==> src/rtl/arith_pipe_pkg.sv <==
// Shared types and default geometry for the two-stage arithmetic pipeline.
// Mode encoding matches the 2-bit mode field sampled with each operand beat.
package arith_pipe_pkg;

  typedef enum logic [1:0] {
    ModeAdd = 2'b00,
    ModeSub = 2'b01,
    ModeAcc = 2'b10,
    ModeClr = 2'b11
  } mode_e;

  localparam int unsigned DefWidth = 32;
  localparam int unsigned DefCutW  = 10;
  localparam int unsigned DefAccW  = DefWidth + 8;

  // Modes whose beat rewrites the running accumulator when it enters stage 2.
  function automatic logic mode_touches_acc(mode_e m);
    return (m == ModeAcc) || (m == ModeClr);
  endfunction

endpackage

==> src/rtl/arith_pipe_unit_if.sv <==
// Operand/result handshake bundle for arith_pipe_unit.
// The master side drives operands and consumes results; the unit is the slave.
interface arith_pipe_unit_if
  import arith_pipe_pkg::*;
#(
  parameter int unsigned WIDTH = DefWidth,
  parameter int unsigned CUT_W = DefCutW,
  parameter int unsigned ACC_W = DefAccW
);

  logic               in_valid;
  logic               in_ready;
  logic [WIDTH-1:0]   op1;
  logic [WIDTH-1:0]   op2;
  logic [WIDTH-1:0]   op3;
  logic [1:0]         mode;

  logic               out_valid;
  logic               out_ready;
  logic [WIDTH:0]     res1;
  logic [WIDTH:0]     res2;
  logic [CUT_W-1:0]   cut;
  logic [2*WIDTH-1:0] comb;
  logic [ACC_W-1:0]   acc;

  logic               intr;
  logic               intr_clr;

  modport master (
    output in_valid, op1, op2, op3, mode, out_ready, intr_clr,
    input  in_ready, out_valid, res1, res2, cut, comb, acc, intr
  );

  modport slave (
    input  in_valid, op1, op2, op3, mode, out_ready, intr_clr,
    output in_ready, out_valid, res1, res2, cut, comb, acc, intr
  );

endinterface

==> src/rtl/arith_pipe_unit_pipe_stage.sv <==
// Valid/ready register slice of arbitrary payload width with async active-low reset.
// Ready is combinational from downstream, so a full chain of slices sustains one beat per cycle.
module pipe_stage #(
  parameter int unsigned Width = 8
) (
  input  logic             clk,
  input  logic             rst,
  input  logic             in_valid,
  output logic             in_ready,
  input  logic [Width-1:0] in_data,
  output logic             out_valid,
  input  logic             out_ready,
  output logic [Width-1:0] out_data
);

  logic             valid_q, valid_d;
  logic [Width-1:0] data_q, data_d;
  logic             load;

  always_comb begin
    in_ready = !valid_q || out_ready;
    load     = in_valid && in_ready;
    valid_d  = valid_q;
    data_d   = data_q;
    if (load) begin
      valid_d = 1'b1;
      data_d  = in_data;
    end else if (out_ready) begin
      valid_d = 1'b0;
    end
  end

  always_ff @(posedge clk or negedge rst) begin
    if (!rst) begin
      valid_q <= 1'b0;
      data_q  <= '0;
    end else begin
      valid_q <= valid_d;
      data_q  <= data_d;
    end
  end

  assign out_valid = valid_q;
  assign out_data  = data_q;

endmodule

==> src/rtl/arith_pipe_unit.sv <==
// Two-stage arithmetic pipeline: stage 1 captures operands, stage 2 holds results plus
// the accumulator value produced by that beat. Sticky intr flags accumulator wrap-around.
module arith_pipe_unit
  import arith_pipe_pkg::*;
#(
  parameter int unsigned WIDTH = DefWidth,
  parameter int unsigned CUT_W = DefCutW,
  parameter int unsigned ACC_W = DefAccW
) (
  input  logic              clk,
  input  logic              rst,
  arith_pipe_unit_if.slave  bus
);

  localparam int unsigned ResW = WIDTH + 1;
  localparam int unsigned S1W  = 2 + 3 * WIDTH;
  localparam int unsigned S2W  = 2 * ResW + CUT_W + 2 * WIDTH + ACC_W;

  // Stage 1: raw operands and mode.
  logic [S1W-1:0] s1_in, s1_data;
  logic           s1_valid, s1_ready;

  assign s1_in = {bus.mode, bus.op1, bus.op2, bus.op3};

  pipe_stage #(
    .Width(S1W)
  ) u_stage1 (
    .clk      (clk),
    .rst      (rst),
    .in_valid (bus.in_valid),
    .in_ready (bus.in_ready),
    .in_data  (s1_in),
    .out_valid(s1_valid),
    .out_ready(s1_ready),
    .out_data (s1_data)
  );

  logic [1:0]       s1_mode_raw;
  mode_e            s1_mode;
  logic [WIDTH-1:0] s1_a, s1_b, s1_c;

  assign {s1_mode_raw, s1_a, s1_b, s1_c} = s1_data;
  assign s1_mode = mode_e'(s1_mode_raw);

  // Accumulator state lives outside the slices: it is shared across beats.
  logic [ACC_W-1:0] acc_q, acc_d, acc_upd;
  logic             intr_q, intr_d;
  logic             s1_fire;

  logic [ResW-1:0]  sum_ab, sum_bc, dif_ab, dif_bc;
  logic [ResW-1:0]  res1_c, res2_c;
  logic [ACC_W:0]   acc_sum;
  logic             acc_ovf;

  assign s1_fire = s1_valid && s1_ready;

  always_comb begin
    sum_ab  = {1'b0, s1_a} + {1'b0, s1_b};
    sum_bc  = {1'b0, s1_b} + {1'b0, s1_c};
    dif_ab  = {1'b0, s1_a} - {1'b0, s1_b};
    dif_bc  = {1'b0, s1_b} - {1'b0, s1_c};
    acc_sum = {1'b0, acc_q} + {{(ACC_W - WIDTH){1'b0}}, sum_ab};

    res1_c  = sum_ab;
    res2_c  = sum_bc;
    acc_upd = acc_q;
    acc_ovf = 1'b0;

    unique case (s1_mode)
      ModeAdd: ;
      ModeSub: begin
        res1_c = dif_ab;
        res2_c = dif_bc;
      end
      ModeAcc: begin
        acc_upd = acc_sum[ACC_W-1:0];
        acc_ovf = acc_sum[ACC_W];
      end
      ModeClr: acc_upd = '0;
    endcase
  end

  always_comb begin
    acc_d = acc_q;
    if (s1_fire && mode_touches_acc(s1_mode)) begin
      acc_d = acc_upd;
    end

    // A new overflow wins over a clear arriving on the same edge.
    intr_d = intr_q;
    if (bus.intr_clr) begin
      intr_d = 1'b0;
    end
    if (s1_fire && acc_ovf) begin
      intr_d = 1'b1;
    end
  end

  always_ff @(posedge clk or negedge rst) begin
    if (!rst) begin
      acc_q  <= '0;
      intr_q <= 1'b0;
    end else begin
      acc_q  <= acc_d;
      intr_q <= intr_d;
    end
  end

  // Stage 2: everything the beat presents downstream, frozen while stalled.
  logic [S2W-1:0] s2_in, s2_data;

  assign s2_in = {res1_c, res2_c, s1_a[CUT_W-1:0], s1_a, s1_b, acc_upd};

  pipe_stage #(
    .Width(S2W)
  ) u_stage2 (
    .clk      (clk),
    .rst      (rst),
    .in_valid (s1_valid),
    .in_ready (s1_ready),
    .in_data  (s2_in),
    .out_valid(bus.out_valid),
    .out_ready(bus.out_ready),
    .out_data (s2_data)
  );

  assign {bus.res1, bus.res2, bus.cut, bus.comb, bus.acc} = s2_data;
  assign bus.intr = intr_q;

endmodule

==> src/flat_wrapper.sv <==
// flat-port wrapper written by rule: the top's interface ports become plain ports
module arith_pipe_unit_flat import arith_pipe_pkg::*;
#(
  parameter int unsigned WIDTH = DefWidth,
  parameter int unsigned CUT_W = DefCutW,
  parameter int unsigned ACC_W = DefAccW
)
  (clk, rst, bus_in_valid, bus_op1, bus_op2, bus_op3, bus_mode, bus_out_ready, bus_intr_clr, bus_in_ready, bus_out_valid, bus_res1, bus_res2, bus_cut, bus_comb, bus_acc, bus_intr);
  arith_pipe_unit_if #(.WIDTH(WIDTH), .CUT_W(CUT_W), .ACC_W(ACC_W)) bus_i ();
  input  logic clk;
  input  logic rst;
  input wire logic [$bits(bus_i.in_valid)-1:0] bus_in_valid;
  input wire logic [$bits(bus_i.op1)-1:0] bus_op1;
  input wire logic [$bits(bus_i.op2)-1:0] bus_op2;
  input wire logic [$bits(bus_i.op3)-1:0] bus_op3;
  input wire logic [$bits(bus_i.mode)-1:0] bus_mode;
  input wire logic [$bits(bus_i.out_ready)-1:0] bus_out_ready;
  input wire logic [$bits(bus_i.intr_clr)-1:0] bus_intr_clr;
  output wire logic [$bits(bus_i.in_ready)-1:0] bus_in_ready;
  output wire logic [$bits(bus_i.out_valid)-1:0] bus_out_valid;
  output wire logic [$bits(bus_i.res1)-1:0] bus_res1;
  output wire logic [$bits(bus_i.res2)-1:0] bus_res2;
  output wire logic [$bits(bus_i.cut)-1:0] bus_cut;
  output wire logic [$bits(bus_i.comb)-1:0] bus_comb;
  output wire logic [$bits(bus_i.acc)-1:0] bus_acc;
  output wire logic [$bits(bus_i.intr)-1:0] bus_intr;
  assign bus_i.in_valid = bus_in_valid;
  assign bus_i.op1 = bus_op1;
  assign bus_i.op2 = bus_op2;
  assign bus_i.op3 = bus_op3;
  assign bus_i.mode = bus_mode;
  assign bus_i.out_ready = bus_out_ready;
  assign bus_i.intr_clr = bus_intr_clr;
  assign bus_in_ready = bus_i.in_ready;
  assign bus_out_valid = bus_i.out_valid;
  assign bus_res1 = bus_i.res1;
  assign bus_res2 = bus_i.res2;
  assign bus_cut = bus_i.cut;
  assign bus_comb = bus_i.comb;
  assign bus_acc = bus_i.acc;
  assign bus_intr = bus_i.intr;
  arith_pipe_unit #(.WIDTH(WIDTH), .CUT_W(CUT_W), .ACC_W(ACC_W)) u_core (.clk(clk), .rst(rst), .bus(bus_i));
endmodule
==> config.mk <==
export PLATFORM = sky130hd
export DESIGN_NAME = arith_pipe_unit_flat
export DESIGN_NICKNAME = d
export VERILOG_FILES = /design/src/rtl/arith_pipe_pkg.sv /design/src/rtl/arith_pipe_unit_if.sv /design/src/rtl/arith_pipe_unit_pipe_stage.sv /design/src/rtl/arith_pipe_unit.sv /design/src/flat_wrapper.sv
export SDC_FILE = /design/constraint.sdc
export NUM_CORES = 1
export LEC_CHECK = 0
export CAP_MARGIN = 10
export CELL_PAD_IN_SITES_DETAIL_PLACEMENT = 0
export CELL_PAD_IN_SITES_GLOBAL_PLACEMENT = 2
export CORE_MARGIN = 4
export CORE_UTILIZATION = 37
export CTS_CLUSTER_DIAMETER = 40
export DETAILED_ROUTE_END_ITERATION = 10
export GPL_TIMING_DRIVEN = 0
export PLACE_DENSITY_LB_ADDON = 0.1
export SETUP_SLACK_MARGIN = 0.05
export SYNTH_ARGS = -nofsm -noshare
export SYNTH_HDL_FRONTEND = slang
export SYNTH_SLANG_ARGS = --single-unit
==> constraint.sdc <==
create_clock -name clk -period 7.3 [get_ports clk]
set_input_delay 2.19 -clock clk [delete_from_list [all_inputs] [get_ports clk]]
set_output_delay 2.19 -clock clk [all_outputs]
set_load 0.02 [all_outputs]
# [Yosys cells after proc, flatten, opt, wreduce, memory -nomap -nowiden]
# Cells that the tools add are included.
[word_totals] elab_cells=36 reg_bits=321 inputBits=103 output_inout_bits=183
[op_classes] addsub=5 eq_ne=3 reduce_logical=12 n_mux=10
[op_table] op="one-hot mux 40 bit (2 select lines)" n=1
[op_table] op="adder 32 x 32 -> 33 bit" n=2
[op_table] op="2-to-1 mux 33 bit" n=2
[op_table] op="subtractor 32 x 32 -> 33 bit" n=2
[op_table] op="adder 40 x 33 -> 41 bit" n=1
[op_table] op="2-to-1 mux 1 bit" n=7
[op_table] op="nonzero test 2 bit" n=3
[op_table] op="== test 2 bit (second input constant)" n=2
[op_table] op="logical AND 1 bit" n=4
[op_table] op="logical OR 1 bit" n=3
[op_table] op="== test 2 x 1 -> 1 bit (second input constant)" n=1
[op_table] op="zero test 1 bit" n=2

# [Longest topological paths before layout]
# Gate-level depths: netlist of run 1.
[depth] depth_word=5 ltp_mapped=22 mapped_depth_nobuf=22

# [Cells and area by module]
# From an unflattened synthesis of run 1, not the netlist that was laid out.
[unflattened] hier_cells=2033 hier_area_um2=21106.5
[by_module_without_submodules] module="arith_pipe_unit" n_inst=1 cells_each=1440 area_each_um2=10228.6 seq_area_each_um2=1026.0
[by_module_without_submodules] module="pipe_stage (u_core.u_stage2)" n_inst=1 cells_each=383 area_each_um2=7121.8 seq_area_each_um2=4529.3
[by_module_without_submodules] module="pipe_stage (u_core.u_stage1)" n_inst=1 cells_each=210 area_each_um2=3756.1 seq_area_each_um2=2477.4

# [Worst setup path before layout of run 1]
# Ideal clock, no wire load.
[synth_path] kind="flip-flop to flip-flop" from="register u_core.u_stage1.data_q[40] (netlist: u_core.u_stage1.out_data[40])" to="register u_core.u_stage2.data_q[39] (netlist: u_core.u_stage2.out_data[39])" period_less_slack_ps=4903 path_buffers=1 stages_incl_launch_ff=23 required_ps=7231 arrival_ps=4833 slack_ps=2397 cell_sequence="dfrtp_1 -> inv_1 -> ha_1 -> buf_6 -> or4_4 -> nor3_2 -> o31ai_1 -> and3_4 -> o41ai_4 -> a21oi_1 -> o21bai_1 -> xnor2_1 -> ha_1 -> nand2_1 -> nor4_1 -> nand3_1 -> a21oi_1 -> o21ai_1 -> o21ai_0 -> o41a_1 -> nand3_1 -> or4_1 -> nand3_1"
[synth_via] elab_chain_cells=3
[synth_lines] item="start: declaration" line="arith_pipe_unit_pipe_stage.sv:17" rtl="logic [Width-1:0] data_q, data_d;"
[synth_lines] item="start signal: assignment" line="arith_pipe_unit_pipe_stage.sv:39" rtl="data_q <= data_d;"
[synth_lines] item="adder 32 x 32 -> 33 bit" line="arith_pipe_unit.sv:58" rtl="sum_ab = {1'b0, s1_a} + {1'b0, s1_b};"
[synth_lines] item="adder 40 x 33 -> 41 bit" line="arith_pipe_unit.sv:62" rtl="acc_sum = {1'b0, acc_q} + {{(ACC_W - WIDTH){1'b0}}, sum_ab};"
[synth_lines] item="one-hot mux 40 bit (2 select lines)" line="arith_pipe_unit.sv:69" rtl="unique case (s1_mode)"
[synth_lines] item="end signal: assignment" line="arith_pipe_unit_pipe_stage.sv:39"
[synth_lines] item="end: declaration" line="arith_pipe_unit_pipe_stage.sv:17"
# No other way between the ends.
# A chain may end at the register's enable or synchronous reset.

# [Final worst setup path of run 1]
[layout_path] from="register u_core.u_stage1.data_q[33] (netlist: u_core.u_stage1.out_data[33])" to="register u_core.u_stage2.data_q[39] (netlist: u_core.u_stage2.out_data[39])"
# Same word-level chain as after synthesis.

==> results.cfg, run 1 <==
[route]
dr.pass1.iters = 6
vias = 17200
viasPerCell = 5.34
ant_nets = 0
wl_per_cell_um = 21.4
drc = 0
drt_iter0_markers = 921
routed_wl_mm = 68.8

[status]
status = finished, final reports clean

[worst_setup_path]
reg2reg_from = u_core.u_stage1.out_data[33]
crit_fanout = 7
reg2reg_slack_ns = 1.02
cp.arrival_ns = 6.81
cp-start-kind = flip-flop
crit_type = reg -> reg
required_ns = 7.83
r2r-end = u_core.u_stage2.out_data[39]
worstRegToRegCells = 21
crit_path_end_kind = flip-flop

[global_routing]
grt_max_degree = 119
track_usage_pct = 24.0
use_met1_pct = 32.1
antenna_found_initial = 3
grt_pass1_vias = 17300
busiest_layer = met2
overflow = 0
grt_pass1_wl_mm = 105
globalRouteMet2Util_pct = 38.8
grtUsageMet3_pct = 5.32

[clocking]
cts.hold.buffers_added = 0
insertion_delay_ns = 0.61
cts_buffer_depth = 3
cts-buffers-inserted = 57
cts-root-buf = clkbuf_16
clk_pin_slew_ns = 0.06
cts_resized = 0
post-cts-setup-buffers = 0
clock_sinks = 311
cts_max_level = 2
cts_tree = yes

[cells_and_area]
finalNonFillerCells = 3220
antennaDiodeCount = 0
post-route-util_pct = 48.7
nets = 2733
synthToLayoutAreaGrowth_pct = 29.7
nFillCells = 5087
final_cell_area_um2 = 25100
drive_gt1_share_pct = 9.72

[synthesis]
synth_simple_gate_area_share_pct = 15.1
synth_compound_area_share_pct = 18.7
synthArstFlopShare_pct = 100
synth_edf_count = 0
synthDistinctLibCells = 75
synth-seq-cells = 311
yosys.area_share.adder_pct = 9.09
syn_inst = 2146
synth_area_per_cell_um2 = 9.01
syn-num-nets = 2387
synth_top_family_by_area = compound AO/OA/AOI/OAI gates
synth_top_flop_cell = dfrtp_1
ys.warnings.count = 0
syn_area_um2 = 19300
synthMuxAreaShare_pct = 6.31
synth-xor-area-share_pct = 6.39
ys_seq_area_share_pct = 40.3

[pwr]
sw_frac_of_total_pct = 42.4
comb_power_share_pct = 48.9
clkPwrFrac_pct = 25.5
p_leak_nw = 11.1
vdd_ir_drop_max_mv = 0.195
seq_power_share_pct = 25.6
internal-power_mw = 6.03
power.total_mw = 10.5
p_switching_mw = 4.44
power.density_nw_per_um2 = 417

[floorplanning]
initial_utilization_pct = 37.5
io_pins = 286
chipHeight_um = 237
dieArea_um2 = 56000
dieWidth_um = 237
rows = 83
coreArea_um2 = 51500

[placed_design]
gp_congestion = 0.904
portBuffers = 285
dpl_cell_area_um2 = 23100
dp_cells = 3113
hpwl_mm = 54.6

[worst_hold_path]
hold_path.startpoint = u_core.u_stage2.out_data[160]
holdPathStages = 2
min_to = u_core.u_stage2.out_data[160]
worstHoldPathType = reg -> reg

[timing]
setup_viol = 0
hold_viol_final = 0
fin_tns_setup_ns = 0
period_share_pct = 86.0
relSlewSlack_pct = 19.0
fin_crit_ns = 6.28
rsz0062_at_grt = no
worst_pin_slew_ns = 1.21
fmax_ghz = 0.159
skew_ns = 0.0354
final_max_slew_viol_count = 0

[run]
cap_violations = 0
-- area by class of cell --
type                            instances  area [µm²]  area share (%)
Sequential cell                       311        7780            31.0
Inverter                               87         327            1.30
Multi-Input combinational cell       1638       10800            42.9
Buffer                                110         459            1.83
Clock inverter                         43         458            1.83
Clock buffer                           64        1510            6.03
Tap cell                              680         851            3.39
Timing Repair Buffer                  287        2910            11.6
-- cell usage after synthesis (7+ instances only) --
master	count	area [µm²]
a211oi_1	12	90.1
a21o_1	44	330
a21oi_1	157	786
a31o_2	8	70.1
a31oi_1	33	206
and3_1	19	119
buf_1	14	52.6
buf_4	10	75.1
clkbuf_1	84	315
dfrtp_1	311	7780
ha_1	134	1680
inv_1	84	315
mux2_2	103	1160
nand2_1	344	1290
nand2b_1	18	113
nand3_1	33	165
nand4_1	11	68.8
nor2_1	130	488
nor2b_1	20	125
nor3_1	27	135
nor3b_1	9	67.6
nor4_1	12	75.1
o211ai_1	10	75.1
o21ai_0	192	961
o21ai_1	11	55.1
o21bai_1	22	165
o31ai_1	20	150
o41ai_1	7	61.3
or3_1	14	87.6
xnor2_1	93	815
xor2_1	48	420
-- state kept, by name, summed over array words and instances (netlist names) --
register                   cells
u_core.u_stage2.out_data     170
u_core.u_stage1.out_data      98
u_core.acc_q                  40
u_core.bus.intr                1
u_core.u_stage1.out_valid      1
u_core.u_stage2.out_valid      1
-- how the worst max path moves through the flow --
stage                                 startpoint  slack, ns                            to  cells after the start
CTS                 u_core.u_stage1.out_data[33]       0.99  u_core.u_stage2.out_data[39]                     21
global placement                             rst     -10.03  u_core.u_stage1.out_data[25]                      1
floorplan           u_core.u_stage1.out_data[40]       2.40  u_core.u_stage2.out_data[39]                     22
detailed placement  u_core.u_stage1.out_data[33]       1.05  u_core.u_stage2.out_data[39]                     21
global route        u_core.u_stage1.out_data[33]       0.56  u_core.u_stage2.out_data[39]                     21
finish              u_core.u_stage1.out_data[33]       1.02  u_core.u_stage2.out_data[39]                     21
-- layout by cell type (no fill, tap or decap), drive strengths merged, types with 12 or more instances in the layout --
master and instances:
nand2 344, dfrtp 311, clkdlybuf4s50 284, o21ai 204
a21oi 157, clkbuf 148, ha 134, nor2 130
mux2 103, inv 94, xnor2 93, xor2 48
a21o 44, nand3 33, a31oi 33, buf 29
nor3 28, clkinv 23, o21bai 22, o31ai 20
nor2b 20, and3 20, nand2b 18, or3 14
nor4 13, a211oi 12
-- worst max-delay path: stages, from the launching register on --
cell,delay (ns)
dfrtp_1,0.56
inv_1,0.17
ha_1,0.33
nor2b_1,0.15
o311ai_1,0.18
a311oi_1,0.55
o211ai_1,0.23
a31oi_1,0.47
o21ai_0,0.14
nand2b_1,0.12
xnor2_1,0.09
ha_1,0.42
nand2_1,0.14
nor4_1,0.49
nand3_1,0.14
a21oi_1,0.32
o21ai_1,0.17
o21ai_0,0.35
o41a_1,0.34
nand3_1,0.20
or4_1,0.53
nand3_1,0.10
-- power by group through the flow --
stage / combinational (mW) / sequential [mW] / clock, mW
after CTS: 5.12 / 2.68 / 2.72
after floorplan: 2.93 / 2.96 / 0
after detailed placement: 5.09 / 2.70 / 0
after global placement: 5.07 / 2.69 / 0
final: 5.12 / 2.68 / 2.67
after global routing: 5.62 / 2.74 / 2.80
-- cells by family after synthesis --
group,count (synthesis)
AO/OA/AOI/OAI,588
XOR/XNOR,141
adder cells (fa/ha/maj),138
buffers and inverters,197
flip-flops,311
multiplexers,109
AND/OR/NAND/NOR,662
-- routing by layer --
layer	part of all wire, %	wire (µm)
met1	44	30500
met2	46	31400
met3	6.4	4390
met4	3.5	2380
met5	0.057	39
-- per-stage QoR --
step | setup WS, ns | hold WS, ns
after floorplan | 2.40 | 0.468
after global placement | -10.03 | 0.454
after detailed placement | 1.05 | 0.461
after CTS | 0.994 | 0.480
after global routing | 0.559 | 0.495
final | 1.02 | 0.473
(Power assumes the default switching activity.)
==> run 2: changes to the inputs <==
--- a/config.mk
+++ b/config.mk
@@ -8,7 +8,6 @@
 export CAP_MARGIN = 10
 export CELL_PAD_IN_SITES_DETAIL_PLACEMENT = 0
 export CELL_PAD_IN_SITES_GLOBAL_PLACEMENT = 2
-export CORE_MARGIN = 4
 export CORE_UTILIZATION = 37
 export CTS_CLUSTER_DIAMETER = 40
 export DETAILED_ROUTE_END_ITERATION = 10
==> results.cfg, run 2 (synthesis results as in run 1) <==
[status]
status = finished, final reports clean

[clocking]
cts_max_level = 2
post-cts-setup-buffers = 0
cts-root-buf = clkbuf_16
cts_resized = 0
cts.hold.buffers_added = 0
cts_tree = yes
cts_buffer_depth = 3
insertion_delay_ns = 0.63
cts-buffers-inserted = 58
clk_pin_slew_ns = 0.06
clock_sinks = 311

[worst_setup_path]
crit_end = u_core.u_stage2.out_data[39]
crit_path_end_kind = flip-flop
crit_chain = inv_1 -> ha_1 -> nor2b_1 -> o311ai_1 -> a311oi_1 -> o211ai_1 -> a31oi_1 -> o21ai_0 -> nand2b_1 -> xnor2_1 -> ha_1 -> nand2_1 -> nor4_1 -> nand3_1 -> a21oi_1 -> o21ai_1 -> o21ai_0 -> o41a_1 -> nand3_1 -> or4_1 -> nand3_1
r2r-end = u_core.u_stage2.out_data[39]
worstRegToRegCells = 21
max_stage_delay_ns = 0.58
cp.arrival_ns = 6.89
crit_fanout = 7
worst_path_max_delay_cell = dfrtp_1
crit_type = reg -> reg
reg2reg_slack_ns = 0.95
critPathLaunch = u_core.u_stage1.out_data[33]
required_ns = 7.84
cp-start-kind = flip-flop
reg2reg_from = u_core.u_stage1.out_data[33]
crit_top_cell = nand3_1

[placed_design]
pre_cts_slack_ns = 0.915
hpwl_mm = 54.0
dp_cells = 3113
portBuffers = 285
gp_congestion = 0.884
dpl_cell_area_um2 = 23100

[pwr]
power.density_nw_per_um2 = 421
power.total_mw = 10.6
vdd_ir_drop_max_mv = 0.247
p_leak_nw = 11.1

[global_routing]
overflow = 0
grt_pass1_wl_mm = 103
grt_max_degree = 113
grt_pass1_vias = 17100
track_usage_pct = 25.7
antenna_found_initial = 3

[timing]
relSlewSlack_pct = 23.3
skew_ns = 0.0411
hold_slack_ns = 0.471
period_share_pct = 87.0
setup_viol = 0
final_max_slew_viol_count = 0
fin_crit_ns = 6.35
fmax_ghz = 0.157
hold_viol_final = 0
worst_pin_slew_ns = 1.15
worst_slack_ns = 0.948
rsz0062_at_grt = no
fin_tns_setup_ns = 0

[floorplanning]
io_pins = 286
coreArea_um2 = 51500
dieArea_um2 = 53200
chipHeight_um = 231
dieWidth_um = 231
initial_utilization_pct = 37.5
rows = 83

[cells_and_area]
nets = 2734
final_cell_area_um2 = 25200
nFillCells = 5015
largest_reg_flops = 170
finalNonFillerCells = 3223
drive_gt1_share_pct = 9.60
layout_commonest_cell = nand2_1
layout_common_cells = nand2_1 (344), dfrtp_1 (311), clkdlybuf4s50_1 (284), o21ai_0 (192), a21oi_1 (157)
synthToLayoutAreaGrowth_pct = 30.3
post-route-util_pct = 48.9

[route]
viasPerCell = 5.27
ant_nets = 0
vias = 17000
wl_per_cell_um = 21.3
dr.pass1.iters = 5
routed_wl_mm = 68.5
drt_iter0_markers = 932
drc = 0

[worst_hold_path]
worstHoldPathType = reg -> reg
hold_path.startpoint = u_core.u_stage2.out_data[148]

[run]
cap_violations = 0
run 2: how the worst min path moves through the flow:
stage	slack, ns	cells past startpoint	endpoint
after floorplan	0.47	1	u_core.acc_q[35]
after global placement	0.45	2	u_core.u_stage2.out_data[148]
after detailed placement	0.46	2	u_core.u_stage2.out_data[91]
after CTS	0.48	2	u_core.u_stage2.out_data[148]
after global routing	0.50	1	u_core.u_stage2.out_data[30]
final	0.47	2	u_core.u_stage2.out_data[148]
run 2: metal layers:
layer	vias to the layer above	global-route usage [%]	routed length, µm
met2	417	41.0	31200
met1	8205	35.2	31900
met3	112	4.14	3330
met5	-	0	12
met4	2	9.09	2150
li1	8250	-	-
run 2: final cells by class:
class | count | area (µm²) | share of cell area (%)
flip-flops and latches | 311 | 7780 | 30.9
diodes | 2 | 5.00 | 0.0199
clock buffers | 69 | 1560 | 6.21
well taps | 680 | 851 | 3.38
inverters | 87 | 327 | 1.30
multi-input cells | 1638 | 10800 | 42.7
clock inverters | 39 | 517 | 2.05
repair buffers | 287 | 2910 | 11.6
plain buffers | 110 | 459 | 1.82
run 2: worst max-delay path, delay by kind of cell (launching register included):
family	cells	cell delay (ns)
AO/OA/AOI/OAI	9	2.78
XOR/XNOR	1	0.10
adder cells (fa/ha/maj)	2	0.75
buffers and inverters	1	0.19
flip-flops	1	0.58
AND/OR/NAND/NOR	8	1.85
run 2: report_power, final:
group	internal, mW	total (mW)	switching [mW]
Sequential	2.22	2.67	0.452
Clock	1.81	2.83	1.02
Combinational	2.14	5.11	2.97
